`config.mk`:
```
export PLATFORM = sky130hd
export DESIGN_NAME = accum_64
export DESIGN_NICKNAME = d
export VERILOG_FILES = /design/src/rtl/accum_64.sv
export SDC_FILE = /design/constraint.sdc
export NUM_CORES = 1
export LEC_CHECK = 0
export BUFFER_PORTS_ARGS = -buffer_cell sky130_fd_sc_hd__buf_4
export CORE_ASPECT_RATIO = 1.4
export CORE_MARGIN = 5
export CORE_UTILIZATION = 51
export CTS_CLUSTER_DIAMETER = 120
export DETAILED_ROUTE_END_ITERATION = 8
export PLACE_DENSITY = 0.89
export SETUP_SLACK_MARGIN = 0.2
export SKIP_CTS_REPAIR_TIMING = 1
export SYNTH_ARGS = -nofsm -noshare
export SYNTH_HDL_FRONTEND = slang
export SYNTH_SLANG_ARGS = --single-unit
export TNS_END_PERCENT = 100
```
`constraint.sdc`:
```
create_clock -name clk -period 3.1 [get_ports clk]
set_clock_uncertainty 0.2 [all_clocks]
set_input_delay 0.155 -clock clk [delete_from_list [all_inputs] [get_ports clk]]
set_output_delay 0.155 -clock clk [all_outputs]
set_load 0.02 [all_outputs]
```
`src/rtl/accum_64.sv`:
```
// accum_64: 64-bit group accumulator fed by the upstream 64-bit adder stage.
// Operand words arrive on a valid/ready handshake and are summed (carry-in 0)
// into a 64-bit register. A word tagged with in_last closes the group. The
// total, a sticky carry-out flag and a saturating word count are then held
// on the output handshake until downstream accepts them.
//
// Build option: define ACC_SATURATE_EN to clamp the accumulator at all-ones
// once any add in the group carries out of bit 63. Without it the
// accumulator wraps modulo 2^64, and out_c_out records that a wrap occurred.
module accum_64 #(
  parameter int CNT_W = 8
) (
  input  logic             clk,
  input  logic             rst,
  input  logic             in_valid,
  output logic             in_ready,
  input  logic [63:0]      in_data,
  input  logic             in_last,
  input  logic             clear,
  output logic             out_valid,
  input  logic             out_ready,
  output logic [63:0]      out_sum,
  output logic             out_c_out,
  output logic [CNT_W-1:0] out_count
);

  typedef enum logic [0:0] {
    ST_ACCUM = 1'b0,
    ST_HOLD  = 1'b1
  } state_t;

  state_t           state_q, state_d;
  logic [63:0]      acc_q, acc_d;
  logic             carry_q, carry_d;
  logic [CNT_W-1:0] count_q, count_d;

  logic [64:0]      sum_s;
  logic [63:0]      acc_next_s;
  logic             in_fire_s;
  logic             out_fire_s;

  // Increment that sticks at all-ones instead of wrapping back to zero.
  function automatic logic [CNT_W-1:0] sat_inc(input logic [CNT_W-1:0] v);
    if (&v) begin
      return v;
    end else begin
      return v + CNT_W'(1);
    end
  endfunction

  // A clear in ACCUM drops in_ready, so a word offered alongside it is held back.
  assign in_ready   = (state_q == ST_ACCUM) && !clear;
  assign out_valid  = (state_q == ST_HOLD);
  assign in_fire_s  = in_valid && in_ready;
  assign out_fire_s = out_valid && out_ready;

  // The result ports show the live accumulation state in both states.
  assign out_sum    = acc_q;
  assign out_c_out  = carry_q;
  assign out_count  = count_q;

  // 65-bit add; bit 64 is the carry out of bit 63.
  assign sum_s = {1'b0, acc_q} + {1'b0, in_data};

  // Accumulator value after accepting the current word.
  always_comb begin
    acc_next_s = sum_s[63:0];
`ifdef ACC_SATURATE_EN
    // Once the group has carried, the total stays clamped at all-ones.
    if (sum_s[64] || carry_q) begin
      acc_next_s = 64'hFFFF_FFFF_FFFF_FFFF;
    end else begin
      acc_next_s = sum_s[63:0];
    end
`endif
  end

  // Next-state logic for the ACCUM/HOLD sequencer and the accumulation registers.
  always_comb begin
    state_d = state_q;
    acc_d   = acc_q;
    carry_d = carry_q;
    count_d = count_q;
    case (state_q)
      ST_ACCUM: begin
        if (clear) begin
          acc_d   = 64'h0;
          carry_d = 1'b0;
          count_d = '0;
          state_d = ST_ACCUM;
        end else if (in_fire_s) begin
          acc_d   = acc_next_s;
          carry_d = carry_q | sum_s[64];
          count_d = sat_inc(count_q);
          if (in_last) begin
            state_d = ST_HOLD;
          end else begin
            state_d = ST_ACCUM;
          end
        end else begin
          state_d = ST_ACCUM;
        end
      end
      ST_HOLD: begin
        // clear is ignored here so a finished result is never dropped.
        if (out_fire_s) begin
          acc_d   = 64'h0;
          carry_d = 1'b0;
          count_d = '0;
          state_d = ST_ACCUM;
        end else begin
          state_d = ST_HOLD;
        end
      end
      default: begin
        acc_d   = 64'h0;
        carry_d = 1'b0;
        count_d = '0;
        state_d = ST_ACCUM;
      end
    endcase
  end

  // State and accumulation registers with synchronous reset.
  always_ff @(posedge clk) begin
    if (rst) begin
      state_q <= ST_ACCUM;
      acc_q   <= 64'h0;
      carry_q <= 1'b0;
      count_q <= '0;
    end else begin
      state_q <= state_d;
      acc_q   <= acc_d;
      carry_q <= carry_d;
      count_q <= count_d;
    end
  end

endmodule

```
==> results.toml <==
[outcome]
status = "finished, violations left"
violations = "negative hold slack"

[yosys]
yosys_warnings = 0
yosysSeqAreaShare_pct = 22.63
syn_avg_cell_area_um2 = 7.720
yosysTopAreaCell = "dfxtp_1"
synthTopCellsByCount = "nand2_1, a21oi_1, dfxtp_1, nor2_1, ha_1"
synthArstFlopShare_pct = 0
synthFlopType = "dfxtp_1"
synth_cells = 848
ys_ff_latch = 74
syn-cell-area_um2 = 6546
synthDistinctLibCells = 78
synth_top_area_share_pct = 22.63
yosysMostFrequentCell = "nand2_1"
synth_nets = 984
synth-edff-count = 0
synth_area_leaders = "dfxtp_1, ha_1, a21oi_1"

[clock_tree]
cts_tree = "done"
clk_pin_slew_ps = 70
root_buffer = "clkbuf_16"
htreeDepth = 3
insertion_delay_ps = 350
cts_made_buffers = 9
cts_buffer_depth = 2
cts_sinks = 74

[pwr]
switching_share_pct = 35.17
seqPwrFrac_pct = 32.8
p_clk_share_pct = 32.4
p_leak_nw = 3.993
power-per-cell-area_nw_per_um2 = 356.3
internal_power_mw = 2.058
p_comb_share_pct = 34.8
power_switching_mw = 1.117
ir_worst_vdd_mv = 0.2323

[finish]
drive_above_1_share_pct = 32.65
diodes = 0
area.growth.synth_to_final_pct = 36.10
fill_cells = 984
fin_util_pct = 69.87
fin_nets = 1157

[critical_path]
crit_path_top_delay_cell = "or4_4"
startpoint_type = "register"
crit_chain = "ha_4, nand2_2, or4_4, a2111o_1, nand3_4, a31oi_4, o21ai_4, a21o_4, mux2i_2, o22ai_1"
slowest_delay_ps = 550
worstPathRequired_ps = 3120
cp-end-kind = "register"
worst_ep_arrival_time_ps = 3020
path_max_fanout = 5
path_class = "reg2reg"

[place]
gp_congestion = 0.9426
portBuffers = 144
dpl.hpwl_um = 15220

[floorplan]
die_h_um = 144.1
start_util_pct = 51.33
boundaryPins = 145
dieArea_um2 = 15230
core_area_um2 = 12750
placementRows = 49
die_w_um = 105.8

[sta]
tns_ps = 0
setup_viol = 0
post-route-period-util_pct = 97.06
clock.fmax_mhz = 332.3
slew_viol_final = 0
rsz0062_at_grt = "true"
max_slew_margin_pct = 56.92
whs_ps = -4.538
hold_violations = 1
tightestPinTransition_ps = 637.9
fin_crit_ps = 3009

[drt]
ant_nets = 0
wl_per_cell_um = 17.93
first_pass_iters = 7
drcViolationCount = 0
drtIter0Drc = 440
routed_wl_um = 21140
vias_per_cell = 6.153
vias = 7254

[grt]
gr-total-overflow = 0
grtUsageTotal_pct = 25.24
antenna_found_initial = 0
grt_first_pass_wirelength_um = 31890
grt_max_degree = 36
grt_pass1_vias = 6948

[hold_path]
hold_class = "in2reg"

[flow_run]
maxCapViolCount = 0
-- worst max-delay path: cells and delay by family, from the launching register on --
| kind | cells | cell delay, ps |
|---|---|---|
| compound gates | 5 | 1070 |
| fa+ha+maj | 1 | 280 |
| flops | 1 | 340 |
| mux | 1 | 210 |
| simple gates | 3 | 760 |
-- layout make-up --
class | instances | area [um2] | area share (%)
Tap cell | 153 | 191.4 | 2.149
Multi-Input combinational cell | 711 | 5308 | 59.57
Sequential cell | 74 | 1501 | 16.85
Timing Repair Buffer | 205 | 1551 | 17.41
Clock buffer | 11 | 242.7 | 2.724
Clock inverter | 5 | 40.04 | 0.4494
Inverter | 20 | 75.07 | 0.8426
-- sequential cells by signal, indices dropped and copies added, names as in the netlist --
register   flops
out_count      8
out_c_out      1
out_valid      1
out_sum       64
-- path summary, 6_finish.rpt --
check                   start     endpoint  slack, ps  depth (start not counted)
setup reg to reg  out_sum[13]  out_sum[61]         90                         10
hold reg to reg   out_sum[49]  out_sum[49]        270                          2
hold / removal     in_data[0]   out_sum[0]         -5                          4
setup / recovery  out_sum[13]  out_sum[61]         90                         10
-- kinds of logic (layout without fill, tap and decap cells) --
| logic type | after synthesis | in the layout | synth area share, % |
|---|---|---|---|
| AOI/OAI and AO/OA | 315 | 315 | 31.56 |
| xor gates and xnor gates | 59 | 59 | 7.894 |
| adders and majority gates | 66 | 66 | 12.73 |
| buffers and inverters | 63 | 241 | 5.485 |
| DFF | 74 | 74 | 22.63 |
| muxes | 4 | 4 | 0.6116 |
| and+or+nand+nor | 267 | 267 | 19.09 |
-- placed cells by master, fill, tap and decap left out, types with 8 or more instances in the layout --
cell and n:
o21ai_0 47, xor2_1 30, a22oi_1 21, a21o_1 42, xnor2_1 27, dfxtp_1 60, nor3_1 8, buf_4 201
or3_1 9, o21a_1 12, ha_1 38, nand3_1 11, o21ai_1 19, o21bai_1 15, nand4_1 25, nor2_1 73
clkbuf_16 9, a21oi_1 79, dfxtp_2 13, ha_4 22, a21oi_2 15, nand2_1 94, inv_1 19
-- metrics by stage --
step / cells / hold WS, ps / total power [mW] / area, um2 / setup WS, ps
after CTS: 1155 / -144.8 / 3.026 / 8160 / -72.75
after detailed placement: 1139 / 218.0 / 2.009 / 7878 / -51.48
final: 1179 / -4.538 / 3.175 / 8910 / 91.03
after global placement: 1139 / 213.5 / 1.992 / 7878 / -49.21
after floorplan: 848 / 95.45 / 1.717 / 6610 / 139.6
after global routing: 1179 / 41.86 / 3.310 / 8910 / 12.26
-- power groups by stage --
| stage | Sequential [mW] | Combinational [mW] | Clock, mW |
|---|---|---|---|
| finish | 1.04 | 1.10 | 1.03 |
| global route | 1.05 | 1.19 | 1.07 |
| CTS | 1.04 | 0.962 | 1.03 |
| detailed placement | 1.06 | 0.952 | 0 |
| global placement | 1.05 | 0.938 | 0 |
| floorplan | 1.10 | 0.615 | 0 |
-- layer usage --
| metal | global-route usage, % | vias to the layer above | part of all wire, % |
|---|---|---|---|
| met5 | 0 | - | 0 |
| met3 | 4.511 | 68 | 6.8 |
| met2 | 47.61 | 296 | 52 |
| met4 | 12.48 | 0 | 3.9 |
| met1 | 26.97 | 3439 | 37 |
| li1 | - | 3451 | - |
Power figures use the tool's default switching activity.
